`src/rtl/matrix_pkg.sv`:
```
// Shared types and defaults for the LED-matrix row scanner.
// Holds the scan state encoding and the default geometry and timing.
package matrix_pkg;

  localparam int DEF_ROWS         = 8;
  localparam int DEF_COLS         = 8;
  localparam int DEF_TICK_DIV     = 600;
  localparam int DEF_BLANK_CYCLES = 8;

  typedef enum logic [1:0] {
    ST_IDLE  = 2'd0,
    ST_BLANK = 2'd1,
    ST_SHOW  = 2'd2
  } scan_state_e;

  typedef logic [DEF_ROWS-1:0] row_t;
  typedef logic [DEF_COLS-1:0] pix_t;

endpackage

```
`src/rtl/row_timer.sv`:
```
// Row prescaler for the matrix scanner: divides sys_clk into row periods,
// steps the row index and reports blank/show phase and the frame wrap.
module row_timer
  import matrix_pkg::*;
#(
  parameter int ROWS         = DEF_ROWS,
  parameter int TICK_DIV     = DEF_TICK_DIV,
  parameter int BLANK_CYCLES = DEF_BLANK_CYCLES,
  localparam int DW = $clog2(TICK_DIV + 1),
  localparam int RW = $clog2(ROWS)
) (
  input  logic          clk,
  input  logic          rst_n,
  input  logic          en,
  output scan_state_e   state_o,
  output logic [RW-1:0] row_idx_o,
  output logic          show_o,
  output logic          wrap_o
);

  localparam logic [DW-1:0] TICK_W  = DW'(TICK_DIV);
  localparam logic [DW-1:0] BLANK_W = DW'(BLANK_CYCLES);
  localparam logic [RW-1:0] LAST_W  = RW'(ROWS - 1);

  scan_state_e   state_q, state_d;
  logic [DW-1:0] div_cnt_q, div_cnt_d;
  logic [RW-1:0] row_idx_q, row_idx_d;
  logic          row_end;
  logic          last_row;

  assign row_end  = (div_cnt_q == TICK_W);
  assign last_row = (row_idx_q == LAST_W);

  always_comb begin
    state_d   = state_q;
    div_cnt_d = div_cnt_q;
    row_idx_d = row_idx_q;
    if (!en) begin
      state_d   = ST_IDLE;
      div_cnt_d = '0;
      row_idx_d = '0;
    end else if (state_q == ST_IDLE) begin
      state_d   = ST_BLANK;
      div_cnt_d = '0;
      row_idx_d = '0;
    end else begin
      if (row_end) begin
        div_cnt_d = '0;
        row_idx_d = last_row ? '0 : row_idx_q + RW'(1);
      end else begin
        div_cnt_d = div_cnt_q + DW'(1);
      end
      // Phase is a pure function of the prescaler position within the row.
      state_d = (div_cnt_d < BLANK_W) ? ST_BLANK : ST_SHOW;
    end
  end

  always_ff @(posedge clk or negedge rst_n) begin
    if (!rst_n) begin
      state_q   <= ST_IDLE;
      div_cnt_q <= '0;
      row_idx_q <= '0;
    end else begin
      state_q   <= state_d;
      div_cnt_q <= div_cnt_d;
      row_idx_q <= row_idx_d;
    end
  end

  assign state_o   = state_q;
  assign row_idx_o = row_idx_q;
  assign show_o    = en && (state_q == ST_SHOW);
  assign wrap_o    = en && (state_q != ST_IDLE) && row_end && last_row;

endmodule

```
`src/rtl/matrix_row_scan.sv`:
```
// Time-multiplexed LED-matrix driver: double-buffered frame store, swap at
// frame boundary, one row lit per period with a leading blanking gap.
module matrix_row_scan
  import matrix_pkg::*;
#(
  parameter int ROWS         = DEF_ROWS,
  parameter int COLS         = DEF_COLS,
  parameter int TICK_DIV     = DEF_TICK_DIV,
  parameter int BLANK_CYCLES = DEF_BLANK_CYCLES,
  localparam int RW = $clog2(ROWS),
  // Write address is wide enough to express ROWS itself, so out-of-range
  // addresses are rejected rather than aliased onto a real row.
  localparam int AW = $clog2(ROWS + 1)
) (
  input  logic            sys_clk,
  input  logic            sys_rst_n,
  input  logic            en,
  input  logic            wr_en,
  input  logic [AW-1:0]   wr_row,
  input  logic [COLS-1:0] wr_data,
  input  logic            swap_req,
  output logic            swap_done,
  output logic [ROWS-1:0] row_sel,
  output logic [COLS-1:0] col_data,
  output logic            frame_start
);

  scan_state_e   tmr_state;
  logic [RW-1:0] row_idx;
  logic          show;
  logic          wrap;

  row_timer #(
    .ROWS        (ROWS),
    .TICK_DIV    (TICK_DIV),
    .BLANK_CYCLES(BLANK_CYCLES)
  ) u_row_timer (
    .clk      (sys_clk),
    .rst_n    (sys_rst_n),
    .en       (en),
    .state_o  (tmr_state),
    .row_idx_o(row_idx),
    .show_o   (show),
    .wrap_o   (wrap)
  );

  logic [1:0][ROWS-1:0][COLS-1:0] fb_q, fb_d;
  logic                           front_q, front_d;
  logic                           swap_pending_q, swap_pending_d;
  logic                           swap_done_q, swap_done_d;
  logic                           frame_start_q, frame_start_d;
  logic [ROWS-1:0]                row_sel_q, row_sel_d;
  logic [COLS-1:0]                col_data_q, col_data_d;
  logic                           idle;
  logic                           swap_apply;

  assign idle = (tmr_state == ST_IDLE);

  // swap_req and wr_en are single-cycle strobes sampled on every posedge;
  // there is no backpressure. A request made on the wrap edge itself waits
  // for the following frame end.
  assign swap_apply = swap_pending_q && (idle || wrap);

  always_comb begin
    fb_d           = fb_q;
    front_d        = front_q ^ swap_apply;
    swap_pending_d = swap_apply ? swap_req : (swap_pending_q | swap_req);
    swap_done_d    = swap_apply;
    frame_start_d  = en && (idle || wrap);
    row_sel_d      = '0;
    col_data_d     = '0;
    // Indexed by the pre-swap front, so a write coinciding with a swap
    // lands in the bank that is about to be displayed.
    if (wr_en && (wr_row < AW'(ROWS))) begin
      fb_d[!front_q][wr_row[RW-1:0]] = wr_data;
    end
    if (show) begin
      row_sel_d  = ROWS'(1) << row_idx;
      col_data_d = fb_q[front_q][row_idx];
    end
  end

  always_ff @(posedge sys_clk or negedge sys_rst_n) begin
    if (!sys_rst_n) begin
      fb_q           <= '0;
      front_q        <= 1'b0;
      swap_pending_q <= 1'b0;
      swap_done_q    <= 1'b0;
      frame_start_q  <= 1'b0;
      row_sel_q      <= '0;
      col_data_q     <= '0;
    end else begin
      fb_q           <= fb_d;
      front_q        <= front_d;
      swap_pending_q <= swap_pending_d;
      swap_done_q    <= swap_done_d;
      frame_start_q  <= frame_start_d;
      row_sel_q      <= row_sel_d;
      col_data_q     <= col_data_d;
    end
  end

  assign swap_done   = swap_done_q;
  assign frame_start = frame_start_q;
  assign row_sel     = row_sel_q;
  assign col_data    = col_data_q;

endmodule

```
`config.mk`:
```
export PLATFORM = sky130hd
export DESIGN_NAME = matrix_row_scan
export DESIGN_NICKNAME = d
export VERILOG_FILES = /design/src/rtl/matrix_pkg.sv /design/src/rtl/row_timer.sv /design/src/rtl/matrix_row_scan.sv
export SDC_FILE = /design/constraint.sdc
export NUM_CORES = 1
export LEC_CHECK = 0
export CORE_MARGIN = 8
export CORE_UTILIZATION = 45
export DETAILED_ROUTE_END_ITERATION = 12
export PLACE_DENSITY = 0.64
export SLEW_MARGIN = 25
export SYNTH_ARGS = -nofsm -noshare
export SYNTH_HDL_FRONTEND = slang
export SYNTH_HIERARCHICAL = 1
export SYNTH_SLANG_ARGS = --single-unit
export TNS_END_PERCENT = 100
```
`constraint.sdc`:
```
create_clock -name sys_clk -period 1.7 [get_ports sys_clk]
set_input_delay 0.255 -clock sys_clk [delete_from_list [all_inputs] [get_ports sys_clk]]
set_output_delay 0.255 -clock sys_clk [all_outputs]
set_load 0.01 [all_outputs]
```
==> Flow_metrics.wiki <==
{| class="wikitable"
! Metric !! Value
|-
| Switching Power || ~3.3 mW
|-
| Post-detailed-route wirelength per cell || 19.7 um
|-
| Max Cap Viol || 0
|-
| Worst setup slack before clock tree synthesis || -0.256 ns
|-
| Final Max Slew Viols || 0
|-
| Total Wirelength || 16.4 mm
|-
| Initial antenna violation count || 0
|-
| DR DRC count || 0
|-
| Initial Utilization || 45.7%
|-
| Cells after Synth || between 500 and 600
|-
| Sw Share || 25.8%
|-
| Slew headroom || 67.2%
|-
| Final Instance Area || 9220 um2
|-
| Final layout net count || 622
|-
| Number of distinct library cells after synthesis || 52
|-
| Proportion of netlist area held by the largest area contributor || between 50% and 60%
|-
| Startpoint class of the critical path || flip-flop
|-
| Area Overhead vs Synth || 22.5%
|-
| Post-route total power || 12.8 mW
|-
| Final antenna-violating net count || 0
|-
| Worst Path Class, Setup || flip-flop to flip-flop
|-
| Fraction of power consumed by combinational cells || between 20% and 30%
|-
| Worst path required time || 2.00 ns
|-
| GRT Total Usage || 16.2%
|-
| Total number of placement rows || 47
|-
| # diodes || 0
|-
| Area of the mapped netlist || about 7500 um2
|-
| Via/cell ratio || 5.45
|-
| Power density over cell area || 1390 nW/um2
|-
| Layout filler cell count || 1,340
|-
| Layout Skew || 0.00547 ns
|-
| CTS max path bufs || 2
|-
| Ys Warns || 6
|-
| IO buf count || 34
|-
| Setup Viol. Count Final || 0
|-
| Via count || around 4,500
|-
| RSZ-0062 raised after global routing || true
|-
| TritonRoute pass-1 iters || 4
|-
| Placed cell areas || 8390 um2
|-
| Outcome || finished clean
|-
| Async set or reset register ratio after synthesis || 100%
|-
| Number of enable flip-flop cells after synthesis || 0
|-
| R2R cell count || 4
|-
| Area leader, netlist || sky130_fd_sc_hd__dfrtp_1
|-
| Most frequent cell after synthesis || sky130_fd_sc_hd__dfrtp_1
|-
| R2R Setup Slk || about 0.0045 ns
|-
| CP Cell Sequence || buf_4 -> mux4_2 -> o21ai_0 -> nand2_1
|-
| Cell internal pwr || ~9.5 mW
|-
| Post-synth net total || 550
|-
| Pin count of the biggest net entering global routing || 68
|-
| Time the worst path needs with I/O delays and setup || 1.70 ns
|-
| Max stage delay cell, worst path || sky130_fd_sc_hd__mux4_2
|-
| H-tree Lvls || 4
|-
| Total overflow reported by the global router || 0
|-
| Reg power frac || between 40% and 50%
|-
| Vertical die dimension || 145 um
|-
| Highest cell delay on the worst timing path || 0.58 ns
|-
| Static leakage power || 4.17 nW
|-
| Portion of the post-synthesis area used by sequential elements || 54.2%
|-
| Arrival @ worst endpoint || about 2.0 ns
|-
| HP Class || input port to asynchronous set/reset pin
|-
| Full die area || 21,100 um2
|-
| Vias in the first global route || roughly 4,900
|-
| TritonCTS buffer count || 17
|-
| Number of register bits inferred by synthesis || ~160
|-
| Slew at the pin closest to its max-slew limit || 0.485 ns
|-
| Clock-pin slew on the worst setup and hold paths || ~0.06 ns
|-
| First-pass GRT wire length || 26.6 mm
|-
| Library cell used as clock root buffer || sky130_fd_sc_hd__clkbuf_16
|-
| Most used standard cells in the synthesized netlist || sky130_fd_sc_hd__dfrtp_1 (163), sky130_fd_sc_hd__mux2_2 (104), sky130_fd_sc_hd__mux2i_1 (34), sky130_fd_sc_hd__nor2_1 (23), sky130_fd_sc_hd__mux2_1 (16)
|-
| Number of sinks driven by the clock tree || 163
|-
| Number of top-level pins || 35
|-
| First DRT Iteration DRCs || 204
|-
| Average instance area after synthesis || 14.2 um2
|-
| Die boundary width || approximately 150 um
|-
| Crit Path Max Fanout || 11
|-
| Fraction of layout instances using a drive strength above 1 || 39.3%
|-
| Top_reg_cell synth || sky130_fd_sc_hd__dfrtp_1
|-
| Cell types occupying the most area after synthesis || sky130_fd_sc_hd__dfrtp_1 (54%), sky130_fd_sc_hd__mux2_2 (16%), sky130_fd_sc_hd__mux2i_1 (4.5%)
|-
| Final RePlAce weighted congestion || 0.828
|-
| Final period utilization || 99.7%
|-
| Endpoint of the most critical register-to-register path || col_data[5]$_DFF_PN0_
|-
| Core outline area || approximately 16,000 um2
|-
| Post-route setup slack || 0.00445 ns
|-
| Clock latency at the later pin of the worst-skew pair || between 0.4 and 0.5 ns
|-
| IR Drop Worst-Case VDD || 762 uV
|-
| Clock group share of total power || between 30% and 40%
|-
| Final number of hold-violating endpoints || 0
|-
| DP Wirelength || 11.1 mm
|-
| Element type at the critical path end || flip-flop
|-
| Maximum clock frequency || 590 MHz
|-
| TritonCTS clock tree || built
|-
| R2R Path Start || front_q$_DFF_PN0_
|}
-- metrics by stage --
stage | instances | hold WS [ns] | TNS (ns) | utilization (%)
after floorplan | 529 | -0.0406 | 0 | -
after global placement | 799 | 0.0769 | -24.36 | 50.9
after detailed placement | 799 | 0.0755 | -25.68 | 50.9
after CTS | 832 | 0.212 | 0 | 54.8
after global routing | 834 | 0.214 | -0.879 | 56.0
final | 834 | 0.214 | 0 | 56.0
-- timing repair --
item / in CTS / in global routing
endpoints found under the setup margin: 52 / 104
buffers inserted: 0 / 2
pin swaps: 0 / 1
hold buffers: 1 / 0
endpoints found under the hold margin: 163 / 0
resized for setup: 7 / 42
-- worst max path at each step --
| stage | startpoint | endpoint | slack (ns) | cells after the start |
|---|---|---|---|---|
| global route | front_q$_DFF_PN0_ | col_data[5]$_DFF_PN0_ | -0.05 | 4 |
| finish | front_q$_DFF_PN0_ | col_data[5]$_DFF_PN0_ | 0.004 | 4 |
| floorplan | u_row_timer/div_cnt_q[7]$_DFF_PN0_ | front_q$_DFF_PN0_ | 0.07 | 6 |
| CTS | front_q$_DFF_PN0_ | fb_q[66]$_DFFE_PN0P_ | 0.007 | 5 |
| detailed placement | wr_row[1] | fb_q[125]$_DFFE_PN0P_ | -0.26 | 4 |
| global placement | wr_row[3] | fb_q[123]$_DFFE_PN0P_ | -0.24 | 4 |
-- power groups by stage --
| stage | Sequential [mW] | Clock, mW | Combinational [mW] |
|---|---|---|---|
| after floorplan | 5.66 | 0 | 2.16 |
| after global placement | 5.81 | 0 | 2.77 |
| after detailed placement | 5.90 | 0 | 2.85 |
| after CTS | 5.85 | 3.96 | 2.89 |
| after global routing | 6.03 | 4.12 | 3.33 |
| final | 5.87 | 3.89 | 3.09 |
-- metal layers --
layer / wire length (um) / share of wire [%] / GRT usage, % / vias up
li1: - / - / - / 2071
met1: 7430 / 45 / 20.5 / 2376
met2: 8160 / 50 / 26.4 / 76
met3: 604 / 3.7 / 4.17 / 22
met4: 235 / 1.4 / 5.78 / 0
met5: 0 / 0 / 0 / -
-- logic make-up (layout without fill, tap and decap cells) --
logic type	Yosys count	count (layout)	synth area share [%]
mux	179	179	29.5
flops	163	163	54.2
simple gates	101	101	8.00
buf+inv	38	123	3.16
compound gates	34	34	3.31
xor+xnor	10	10	1.16
fa+ha+maj	4	4	0.665
-- cells in the final DEF (no fill, tap or decap), drive strengths merged, types with 6 or more instances in the layout --
master,count
buf,51
nand3,8
a22oi,7
a221oi,8
nand2,23
xor2,8
clkbuf,22
dfrtp,163
mux2i,34
mux4,17
o21ai,10
mux2,128
nor2b,8
nor2,24
nand2b,11
inv,6
clkdlybuf4s50,33
-- critical path: cells and delay by family, from the launching register on --
family          cells  cell delay [ns]
compound gates      1             0.20
buf+inv             1             0.25
flops               1             0.47
mux                 1             0.58
simple gates        1             0.08
-- sequential cells by signal, indices dropped and copies added, names as in the netlist --
signal                 count
col_data                   8
row_sel                    8
swap_pending_q             1
front_q                    1
u_row_timer/state_o        2
u_row_timer/div_cnt_q     10
swap_done                  1
fb_q                     128
frame_start                1
u_row_timer/row_idx_o      3
-- final cells by class --
type,count,area (um2),area share [%]
Tap cell,220,275,2.99
Multi-Input combinational cell,328,3370,36.6
Clock buffer,22,474,5.14
Sequential cell,163,4080,44.3
Timing Repair Buffer,85,862,9.35
Inverter,6,22.5,0.244
Clock inverter,10,130,1.41
Power figures use the tool's default switching activity.
